--- config.mk ---
export PLATFORM = sky130hd
export DESIGN_NAME = cl_seq_div
export DESIGN_NICKNAME = d
export VERILOG_FILES = /design/src/rtl/cl_seq_div.sv
export SDC_FILE = /design/constraint.sdc
export NUM_CORES = 1
export LEC_CHECK = 0
export CORE_AREA = 5 5 169 171
export DETAILED_ROUTE_END_ITERATION = 8
export DIE_AREA = 0 0 174 176
export PLACE_DENSITY_LB_ADDON = 0.12
export SYNTH_ARGS = -nofsm -noshare
export SYNTH_HDL_FRONTEND = slang
export SYNTH_SLANG_ARGS = --single-unit
--- constraint.sdc ---
create_clock -name clk -period 17.3 [get_ports clk]
set_clock_uncertainty 0.05 [all_clocks]
set_input_delay 3.46 -clock clk [delete_from_list [all_inputs] [get_ports clk]]
set_output_delay 3.46 -clock clk [all_outputs]
set_load 0.05 [all_outputs]
--- src/rtl/cl_seq_div.sv ---
// cl_seq_div: sequential carry-less (GF(2)) polynomial divider.
// Divides a 2*DATA_WIDTH-bit dividend by a DATA_WIDTH-bit divisor using
// XOR long division, producing quotient and remainder.
//
// Optional build macro CL_SEQ_DIV_RADIX4_EN: when defined, the RUN state
// retires two dividend bits per cycle (two chained reduction steps), halving
// the RUN length. Results and DEG/FIN timing are identical in both builds.
//
// Handshake: start is sampled on a rising edge only while busy=0 (IDLE,
// which includes the done cycle). The accepting edge latches in_div_a and
// in_div_b; busy then stays high until the edge that raises done. done is a
// one-cycle pulse; out_quotient, out_remainder and div_by_zero are valid from
// that cycle and hold until the next operation's result is published.
module cl_seq_div #(
    parameter int DATA_WIDTH = 32
) (
    input  logic                      clk,
    input  logic                      rst,
    input  logic                      start,
    input  logic [2*DATA_WIDTH-1:0]   in_div_a,
    input  logic [DATA_WIDTH-1:0]     in_div_b,
    output logic                      busy,
    output logic                      done,
    output logic                      div_by_zero,
    output logic [2*DATA_WIDTH-1:0]   out_quotient,
    output logic [DATA_WIDTH-1:0]     out_remainder,
    output logic [1:0]                dbg_state
);

    localparam int QW    = 2 * DATA_WIDTH;
    localparam int DW_W  = (DATA_WIDTH > 1) ? $clog2(DATA_WIDTH) : 1;
    localparam int CNT_W = $clog2(QW);

`ifdef CL_SEQ_DIV_RADIX4_EN
    // Two bits per RUN cycle: DATA_WIDTH iterations.
    localparam logic [CNT_W-1:0] RUN_LAST = CNT_W'(DATA_WIDTH - 1);
`else
    // One bit per RUN cycle: 2*DATA_WIDTH iterations.
    localparam logic [CNT_W-1:0] RUN_LAST = CNT_W'(QW - 1);
`endif

    typedef enum logic [1:0] {
        S_IDLE = 2'd0,
        S_DEG  = 2'd1,
        S_RUN  = 2'd2,
        S_FIN  = 2'd3
    } state_t;

    state_t                 state_q, state_d;
    logic [QW-1:0]          a_q, a_d;          // dividend, shifted left as bits are consumed
    logic [DATA_WIDTH-1:0]  b_q, b_d;          // divisor
    logic [DATA_WIDTH-1:0]  r_q, r_d;          // working remainder
    logic [QW-1:0]          q_q, q_d;          // quotient, shifted in MSB first
    logic [DW_W-1:0]        d_q, d_d;          // deg(b)
    logic [CNT_W-1:0]       cnt_q, cnt_d;      // remaining RUN iterations
    logic                   dz_q, dz_d;        // divisor was zero
    logic                   done_q, done_d;
    logic                   div_by_zero_q, div_by_zero_d;
    logic [QW-1:0]          out_quotient_q, out_quotient_d;
    logic [DATA_WIDTH-1:0]  out_remainder_q, out_remainder_d;

    logic [DW_W-1:0]        deg_calc;
    logic [DATA_WIDTH:0]    step1;             // {quotient bit, next remainder}
`ifdef CL_SEQ_DIV_RADIX4_EN
    logic [DATA_WIDTH:0]    step2;
`endif

    // One XOR long-division step: bring down one dividend bit and subtract
    // (XOR) the divisor when the aligned bit at position deg(b) is set.
    // Because deg(r) < deg(b), the shifted value never exceeds DATA_WIDTH bits.
    function automatic logic [DATA_WIDTH:0] div_step(
        input logic [DATA_WIDTH-1:0] r,
        input logic                  a_bit,
        input logic [DATA_WIDTH-1:0] b,
        input logic [DW_W-1:0]       d
    );
        logic [DATA_WIDTH-1:0] t;
        t = {r[DATA_WIDTH-2:0], a_bit};
        if (t[d]) begin
            return {1'b1, t ^ b};
        end
        return {1'b0, t};
    endfunction

    // Priority encoder: index of the highest set bit of the latched divisor.
    always_comb begin
        deg_calc = '0;
        for (int k = 0; k < DATA_WIDTH; k++) begin
            if (b_q[k]) begin
                deg_calc = DW_W'(k);
            end
        end
    end

    // Reduction datapath for the current RUN cycle.
    always_comb begin
        step1 = div_step(r_q, a_q[QW-1], b_q, d_q);
`ifdef CL_SEQ_DIV_RADIX4_EN
        step2 = div_step(step1[DATA_WIDTH-1:0], a_q[QW-2], b_q, d_q);
`endif
    end

    // Next-state and register-update logic for the IDLE/DEG/RUN/FIN sequence.
    always_comb begin
        state_d         = state_q;
        a_d             = a_q;
        b_d             = b_q;
        r_d             = r_q;
        q_d             = q_q;
        d_d             = d_q;
        cnt_d           = cnt_q;
        dz_d            = dz_q;
        done_d          = 1'b0;
        div_by_zero_d   = div_by_zero_q;
        out_quotient_d  = out_quotient_q;
        out_remainder_d = out_remainder_q;

        case (state_q)
            S_IDLE: begin
                if (start) begin
                    a_d     = in_div_a;
                    b_d     = in_div_b;
                    r_d     = '0;
                    q_d     = '0;
                    cnt_d   = '0;
                    dz_d    = 1'b0;
                    state_d = S_DEG;
                end
            end
            S_DEG: begin
                if (b_q == '0) begin
                    // Quotient and remainder stay at the zeros cleared on accept.
                    dz_d    = 1'b1;
                    state_d = S_FIN;
                end else begin
                    d_d     = deg_calc;
                    cnt_d   = RUN_LAST;
                    state_d = S_RUN;
                end
            end
            S_RUN: begin
`ifdef CL_SEQ_DIV_RADIX4_EN
                r_d = step2[DATA_WIDTH-1:0];
                q_d = {q_q[QW-3:0], step1[DATA_WIDTH], step2[DATA_WIDTH]};
                a_d = {a_q[QW-3:0], 2'b00};
`else
                r_d = step1[DATA_WIDTH-1:0];
                q_d = {q_q[QW-2:0], step1[DATA_WIDTH]};
                a_d = {a_q[QW-2:0], 1'b0};
`endif
                if (cnt_q == '0) begin
                    state_d = S_FIN;
                end else begin
                    cnt_d = cnt_q - CNT_W'(1);
                end
            end
            S_FIN: begin
                out_quotient_d  = q_q;
                out_remainder_d = r_q;
                div_by_zero_d   = dz_q;
                done_d          = 1'b1;
                state_d         = S_IDLE;
            end
            default: begin
                state_d = S_IDLE;
            end
        endcase
    end

    // State and datapath registers; reset aborts any operation in flight.
    always_ff @(posedge clk or posedge rst) begin
        if (rst) begin
            state_q         <= S_IDLE;
            a_q             <= '0;
            b_q             <= '0;
            r_q             <= '0;
            q_q             <= '0;
            d_q             <= '0;
            cnt_q           <= '0;
            dz_q            <= 1'b0;
            done_q          <= 1'b0;
            div_by_zero_q   <= 1'b0;
            out_quotient_q  <= '0;
            out_remainder_q <= '0;
        end else begin
            state_q         <= state_d;
            a_q             <= a_d;
            b_q             <= b_d;
            r_q             <= r_d;
            q_q             <= q_d;
            d_q             <= d_d;
            cnt_q           <= cnt_d;
            dz_q            <= dz_d;
            done_q          <= done_d;
            div_by_zero_q   <= div_by_zero_d;
            out_quotient_q  <= out_quotient_d;
            out_remainder_q <= out_remainder_d;
        end
    end

    assign busy          = (state_q != S_IDLE);
    assign done          = done_q;
    assign div_by_zero   = div_by_zero_q;
    assign out_quotient  = out_quotient_q;
    assign out_remainder = out_remainder_q;
    assign dbg_state     = state_q;

endmodule

==> flow_metrics.env, run 1 <==
export IMPL_viasPerCell=5.697
export IMPL_cts_buffer_depth=3
export IMPL_cts_resized=0
export IMPL_mostFrequentLayoutCells="dfrtp_1, clkdlybuf4s50_1, mux2_2, nand2_1, o21ai_0"
export IMPL_core_area_mm2=0.02673
export IMPL_maxSlewHeadroom=0.2139
export IMPL_hold_path_startpoint="a_q[6]$_DFFE_PP0P_"
export IMPL_worst_slack_ns=11.03
export IMPL_cts_tree="done"
export IMPL_synth_fp_nets=1180
export IMPL_firstDrtPassIters=5
export IMPL_utilization=0.6189
export IMPL_path_clk_slew_ns=0.06
export IMPL_p_leak_uw=0.007443
export IMPL_die_width_um=174
export IMPL_drt_iter0_drc=700
export IMPL_synthTopCellsByArea="dfrtp_1, mux2_2, mux2i_1"
export IMPL_place_port_buffers=199
export IMPL_netSwitchingPower_uw=1128
export IMPL_crit_type="in2reg"
export IMPL_internal_power_uw=1788
export IMPL_grt_max_degree=189
export IMPL_required_ns=17.57
export IMPL_synth_edf_count=0
export IMPL_holdBufCountCts=0
export IMPL_finalHoldViolCount=0
export IMPL_drcViolationCount=0
export IMPL_max_vdd_ir_drop_uv=131.7
export IMPL_r2r_cells=7
export IMPL_hpwl_mm=18.98
export IMPL_n_antenna_cell=0
export IMPL_synth_ff_type="dfrtp_1"
export IMPL_nNetsFinal=1348
export IMPL_p_seq_frac=0.372
export IMPL_yosysTopAreaCell="dfrtp_1"
export IMPL_h_tree_depth=2
export IMPL_finalPower_uw=2915
export IMPL_start_util=0.4921
export IMPL_synth_seq_cells=304
export IMPL_holdPathEnd="a_q[6]$_DFFE_PP0P_"
export IMPL_avgSynthCellArea_um2=12.25
export IMPL_swShare=0.3867
export IMPL_power_density_mw_per_mm2=176.3
export IMPL_synth_cell_type_count=50
export IMPL_max_freq_mhz=159.4
export IMPL_critPathMaxStageDelay_ns=0.88
export IMPL_insertion_delay_ns=0.50
export IMPL_grt_pass1_wl_mm=48.20
export IMPL_cp_common_cell="buf_4"
export IMPL_drv_slew=0
export IMPL_std_cell_rows=60
export IMPL_cts_buffers=34
export IMPL_die_area_mm2=0.03062
export IMPL_ys_async_sr_fraction=1.000
export IMPL_netlist_area_mm2=0.01315
export IMPL_min_path_cells=2
export IMPL_status="finished clean"
export IMPL_crit_path_end_kind="flop"
export IMPL_pwr_share_clk=0.258
export IMPL_grt_pass1_vias=9026
export IMPL_slowest_stage="buf_4"
export IMPL_grt_usage=0.1890
export IMPL_overflow=0
export IMPL_max_cap_violations=0
export IMPL_min_period_ns=6.275
export IMPL_critPathArrivalTime_ns=6.54
export IMPL_routedWlPerCell_um=18.29
export IMPL_drtAntennaViolNets=0
export IMPL_worst_path_max_fanout=112
export IMPL_synthCells=1074
export IMPL_synth_seq_area_share=0.5784
export IMPL_clockRootBuffer="clkbuf_16"
export IMPL_rr_startpoint="dbg_state[0]$_DFFE_PP0P_"
export IMPL_hold_class="reg2reg"
export IMPL_synth_top_area_share=0.5784
export IMPL_tightest_slew_ns=1.179
export IMPL_ios=200
export IMPL_syn_to_final_growth_pct=25.76
export IMPL_critPathBufInv=3
export IMPL_power_share_combinational=0.370
export IMPL_rsz0062_at_grt="false"
export IMPL_worstSetupPathDepth=6
export IMPL_whs_ns=0.4283
export IMPL_r2r_slack_ns=13.58
export IMPL_antenna_found_initial=0
export IMPL_r2r_end="a_q[26]$_DFFE_PP0P_"
export IMPL_fin_tns_setup_ns=0
export IMPL_postCtsSetupBuffers=0
export IMPL_ys_warnings_count=0
export IMPL_setup_viol=0
export IMPL_die_height_um=176
export IMPL_final_common_cell="dfrtp_1"
export IMPL_path_delay_family="buffers and inverters"
export IMPL_vias=9144
export IMPL_wl_mm=29.36
export IMPL_clock_sinks=304
export IMPL_dp_slack_ns=10.51
export IMPL_critPathLaunchType="input pin"
export IMPL_gp_congestion=0.8061
export IMPL_timing_final_crit_share=0.3627
export IMPL_path_cells="clkdlybuf4s50_1 > nand2_1 > buf_4 > a21boi_4 > buf_4 > o21ai_0"
export IMPL_drive_gt1_frac=0.1653
per-layer routing:
metal,GRT usage,share of wire,vias to the layer above
li1,-,-,4310
met1,0.2798,0.47,4557
met2,0.2932,0.46,231
met3,0.03319,0.051,46
met4,0.04652,0.018,0
met5,0,0,-
stage by stage:
| step | area (um2) | std cells |
|---|---|---|
| 6_report | 16540 | 1605 |
| 5_1_grt | 16540 | 1605 |
| 4_1_cts | 16540 | 1605 |
| 3_5_place_dp | 15360 | 1547 |
| 3_3_place_gp | 15360 | 1547 |
| 2_1_floorplan | 13150 | 1074 |
cell usage after synthesis (6+ instances only):
| master | n |
|---|---|
| dfrtp_1 | 304 |
| nand3_1 | 65 |
| nor2_1 | 9 |
| a22o_1 | 64 |
| clkbuf_1 | 63 |
| a32oi_1 | 32 |
| ha_1 | 7 |
| mux2i_1 | 71 |
| or4_1 | 32 |
| mux2_2 | 130 |
| a21oi_1 | 10 |
| nor4_1 | 9 |
| inv_1 | 46 |
| nand2_1 | 83 |
| buf_6 | 6 |
| o21ai_0 | 79 |
worst register-to-register path, cell delays in order (launching register included):
cell      delay, ns
dfrtp_1        0.50
inv_1          0.16
ha_1           0.30
nand2_1        0.09
buf_4          0.38
a21boi_4       0.87
buf_4          0.89
o21ai_0        0.32
how the worst max path moves through the flow:
stage / startpoint / endpoint
2_1_floorplan: rst / a_q[0]$_DFFE_PP0P_
3_3_place_gp: start / a_q[21]$_DFFE_PP0P_
3_5_place_dp: start / a_q[19]$_DFFE_PP0P_
4_1_cts: start / a_q[26]$_DFFE_PP0P_
5_1_grt: start / a_q[26]$_DFFE_PP0P_
6_report: start / a_q[26]$_DFFE_PP0P_
cell type report:
type                            instances  area [um2]
Tap cell                              341       426.7
Inverter                               46       180.2
Multi-Input combinational cell        649        5084
Clock inverter                         16       225.2
Timing Repair Buffer                  207        2064
Sequential cell                       304        7607
Fill cell                            2136       10190
Clock buffer                           42       952.2
power by group through the flow:
| stage | sequential, uW | combinational, uW | clock, uW |
|---|---|---|---|
| finish | 1080 | 1080 | 753 |
| floorplan | 1150 | 741 | 0 |
| detailed placement | 1090 | 1090 | 0 |
| CTS | 1080 | 1090 | 772 |
| global route | 1110 | 1190 | 801 |
| global placement | 1090 | 1070 | 0 |
registers in the layout, summed over array words and instances (netlist names):
name           cells
out_quotient      64
out_remainder     32
done               1
r_q               32
d_q                5
q_q               64
dz_q               1
a_q               64
div_by_zero        1
dbg_state          2
b_q               32
cnt_q              6
cells by family after synthesis:
logic type,count (synthesis),synth area share
fa+ha+maj,7,0.006659
flops,304,0.5784
mux,206,0.1739
buf+inv,121,0.03863
simple gates,220,0.08486
compound gates,216,0.1175
Power figures use the tool's default switching activity.
==> run 2: changes to the inputs <==
Settings changed: CORE_AREA 5 5 169 171 to 5 5 170 172, DIE_AREA 0 0 174 176 to 0 0 175 177.
Clock period 17.3 ns to 5.41 ns, I/O delays scaled along.
==> flow_metrics.env, run 2 (synthesis gave the netlist of run 1 again) <==
export IMPL_antenna_found_initial=0
export IMPL_r2r_end="q_q[32]$_DFFE_PP0P_"
export IMPL_placed_cells=1554
export IMPL_syn_to_final_growth_pct=25.64
export IMPL_wl_mm=29.20
export IMPL_drive_gt1_frac=0.1628
export IMPL_core_area_mm2=0.02732
export IMPL_finalPower_uw=9247
export IMPL_drt_iter0_drc=693
export IMPL_h_tree_depth=2
export IMPL_critPathLaunchType="flop"
export IMPL_wl_met3_mm=1.296
export IMPL_place_port_buffers=199
export IMPL_n_antenna_cell=0
export IMPL_grt_pass1_wl_mm=48.05
export IMPL_routedWlPerCell_um=18.13
export IMPL_hpwl_mm=18.82
export IMPL_drcViolationCount=0
export IMPL_setup_viol=0
export IMPL_fin_area_mm2=0.01652
export IMPL_std_cell_rows=61
export IMPL_r2r_cells=6
export IMPL_min_period_ns=3.552
export IMPL_max_cap_violations=0
export IMPL_worst_slack_ns=1.858
export IMPL_cts_resized=0
export IMPL_holdBufCountCts=0
export IMPL_crit_path_end_kind="output pin"
export IMPL_path_clk_slew_ns=0.05
export IMPL_holdPathEnd="a_q[60]$_DFFE_PP0P_"
export IMPL_grt_pass1_vias=8971
export IMPL_cts_tree="done"
export IMPL_p_leak_uw=0.007431
export IMPL_vias=9084
export IMPL_min_path_cells=2
export IMPL_cts_buffer_depth=3
export IMPL_seq_area_mm2=0.007607
export IMPL_placed_area_mm2=0.01540
export IMPL_overflow=0
export IMPL_status="finished clean"
export IMPL_crit_type="reg2out"
export IMPL_tightest_slew_ns=1.097
export IMPL_route_met2_wl_mm=13.31
export IMPL_r2r_slack_ns=2.61
export IMPL_fin_tns_setup_ns=0
export IMPL_ios=200
export IMPL_rr_startpoint="dbg_state[0]$_DFFE_PP0P_"
export IMPL_finalHoldViolCount=0
export IMPL_dp_slack_ns=1.884
export IMPL_clockRootBuffer="clkbuf_16"
export IMPL_die_height_um=177
export IMPL_drv_slew=0
export IMPL_critPathArrivalTime_ns=2.42
export IMPL_firstDrtPassIters=5
export IMPL_drtAntennaViolNets=0
export IMPL_insertion_delay_ns=0.50
export IMPL_power_density_mw_per_mm2=559.7
export IMPL_start_util=0.4813
export IMPL_mostFrequentLayoutCells="dfrtp_1, clkdlybuf4s50_1, mux2_2, nand2_1, o21ai_0"
export IMPL_final_cells=1611
export IMPL_grt_usage=0.1870
export IMPL_fill_cells=2233
export IMPL_final_common_cell="dfrtp_1"
export IMPL_max_vdd_ir_drop_uv=594.1
export IMPL_required_ns=4.28
export IMPL_die_area_mm2=0.03098
export IMPL_rsz0062_at_grt="false"
export IMPL_grt_max_degree=167
export IMPL_hold_class="reg2reg"
export IMPL_met1_length_mm=13.85
export IMPL_viasPerCell=5.639
export IMPL_timing_final_crit_share=0.6566
export IMPL_max_freq_mhz=281.5
export IMPL_die_width_um=175
export IMPL_maxSlewHeadroom=0.2686
export IMPL_hold_path_startpoint="a_q[60]$_DFFE_PP0P_"
export IMPL_worst_path_max_fanout=6
export IMPL_postCtsSetupBuffers=0
export IMPL_top_layer="met4"
export IMPL_nNetsFinal=1351
export IMPL_clock_sinks=304
export IMPL_multi_input_area_mm2=0.005084
export IMPL_gp_congestion=0.7801
export IMPL_cts_buffers=35
==> run 2: cell count changes in the layout (fill, tap and decap cells not counted), sizes merged <==
cell,previous run,this run
clkbuf,42,48
bufinv,5,2
buf,8,10
clkinv,8,6
inv,47,45
==> run 2: routing by layer <==
| layer | track usage | vias to the layer above |
|---|---|---|
| li1 | - | 4314 |
| met1 | 0.2760 | 4510 |
| met2 | 0.2870 | 213 |
| met3 | 0.03119 | 47 |
| met4 | 0.05663 | 0 |
| met5 | 0 | - |
==> run 2: through the flow <==
step                  util  hold slack [ns]
floorplan                -           0.3996
global placement    0.5638           0.4108
detailed placement  0.5638           0.4197
CTS                 0.6047           0.4320
global route        0.6047           0.4498
finish              0.6047           0.4270
==> run 2: layout make-up <==
class,instances,area share
clock buffers,48,0.06156
multi-input cells,649,0.3077
clock inverters,9,0.006134
flip-flops and latches,304,0.4604
well taps,346,0.02620
repair buffers,209,0.1274
inverters,46,0.01068
==> run 2: worst max-delay path: stages, from the launching register on <==
cell             delay, ns
dfrtp_1               0.48
inv_1                 0.15
ha_1                  0.30
inv_1                 0.15
clkdlybuf4s50_1       0.84
==> run 2: worst max path at each step <==
| stage | startpoint | end | slack, ns | depth (start not counted) |
|---|---|---|---|---|
| floorplan | rst | a_q[0]$_DFFE_PP0P_ | 0.23 | 1 |
| global placement | start | q_q[46]$_DFFE_PP0P_ | 1.93 | 5 |
| detailed placement | start | q_q[37]$_DFFE_PP0P_ | 1.88 | 5 |
| CTS | dbg_state[0]$_DFFE_PP0P_ | busy | 1.82 | 4 |
| global route | dbg_state[0]$_DFFE_PP0P_ | busy | 1.74 | 4 |
| finish | dbg_state[0]$_DFFE_PP0P_ | busy | 1.86 | 4 |
==> run 2: power by group <==
group / internal, uW / total [uW] / switching (uW)
Sequential: 2900 / 3470 / 569
Clock: 1400 / 2280 / 880
Combinational: 1350 / 3490 / 2150
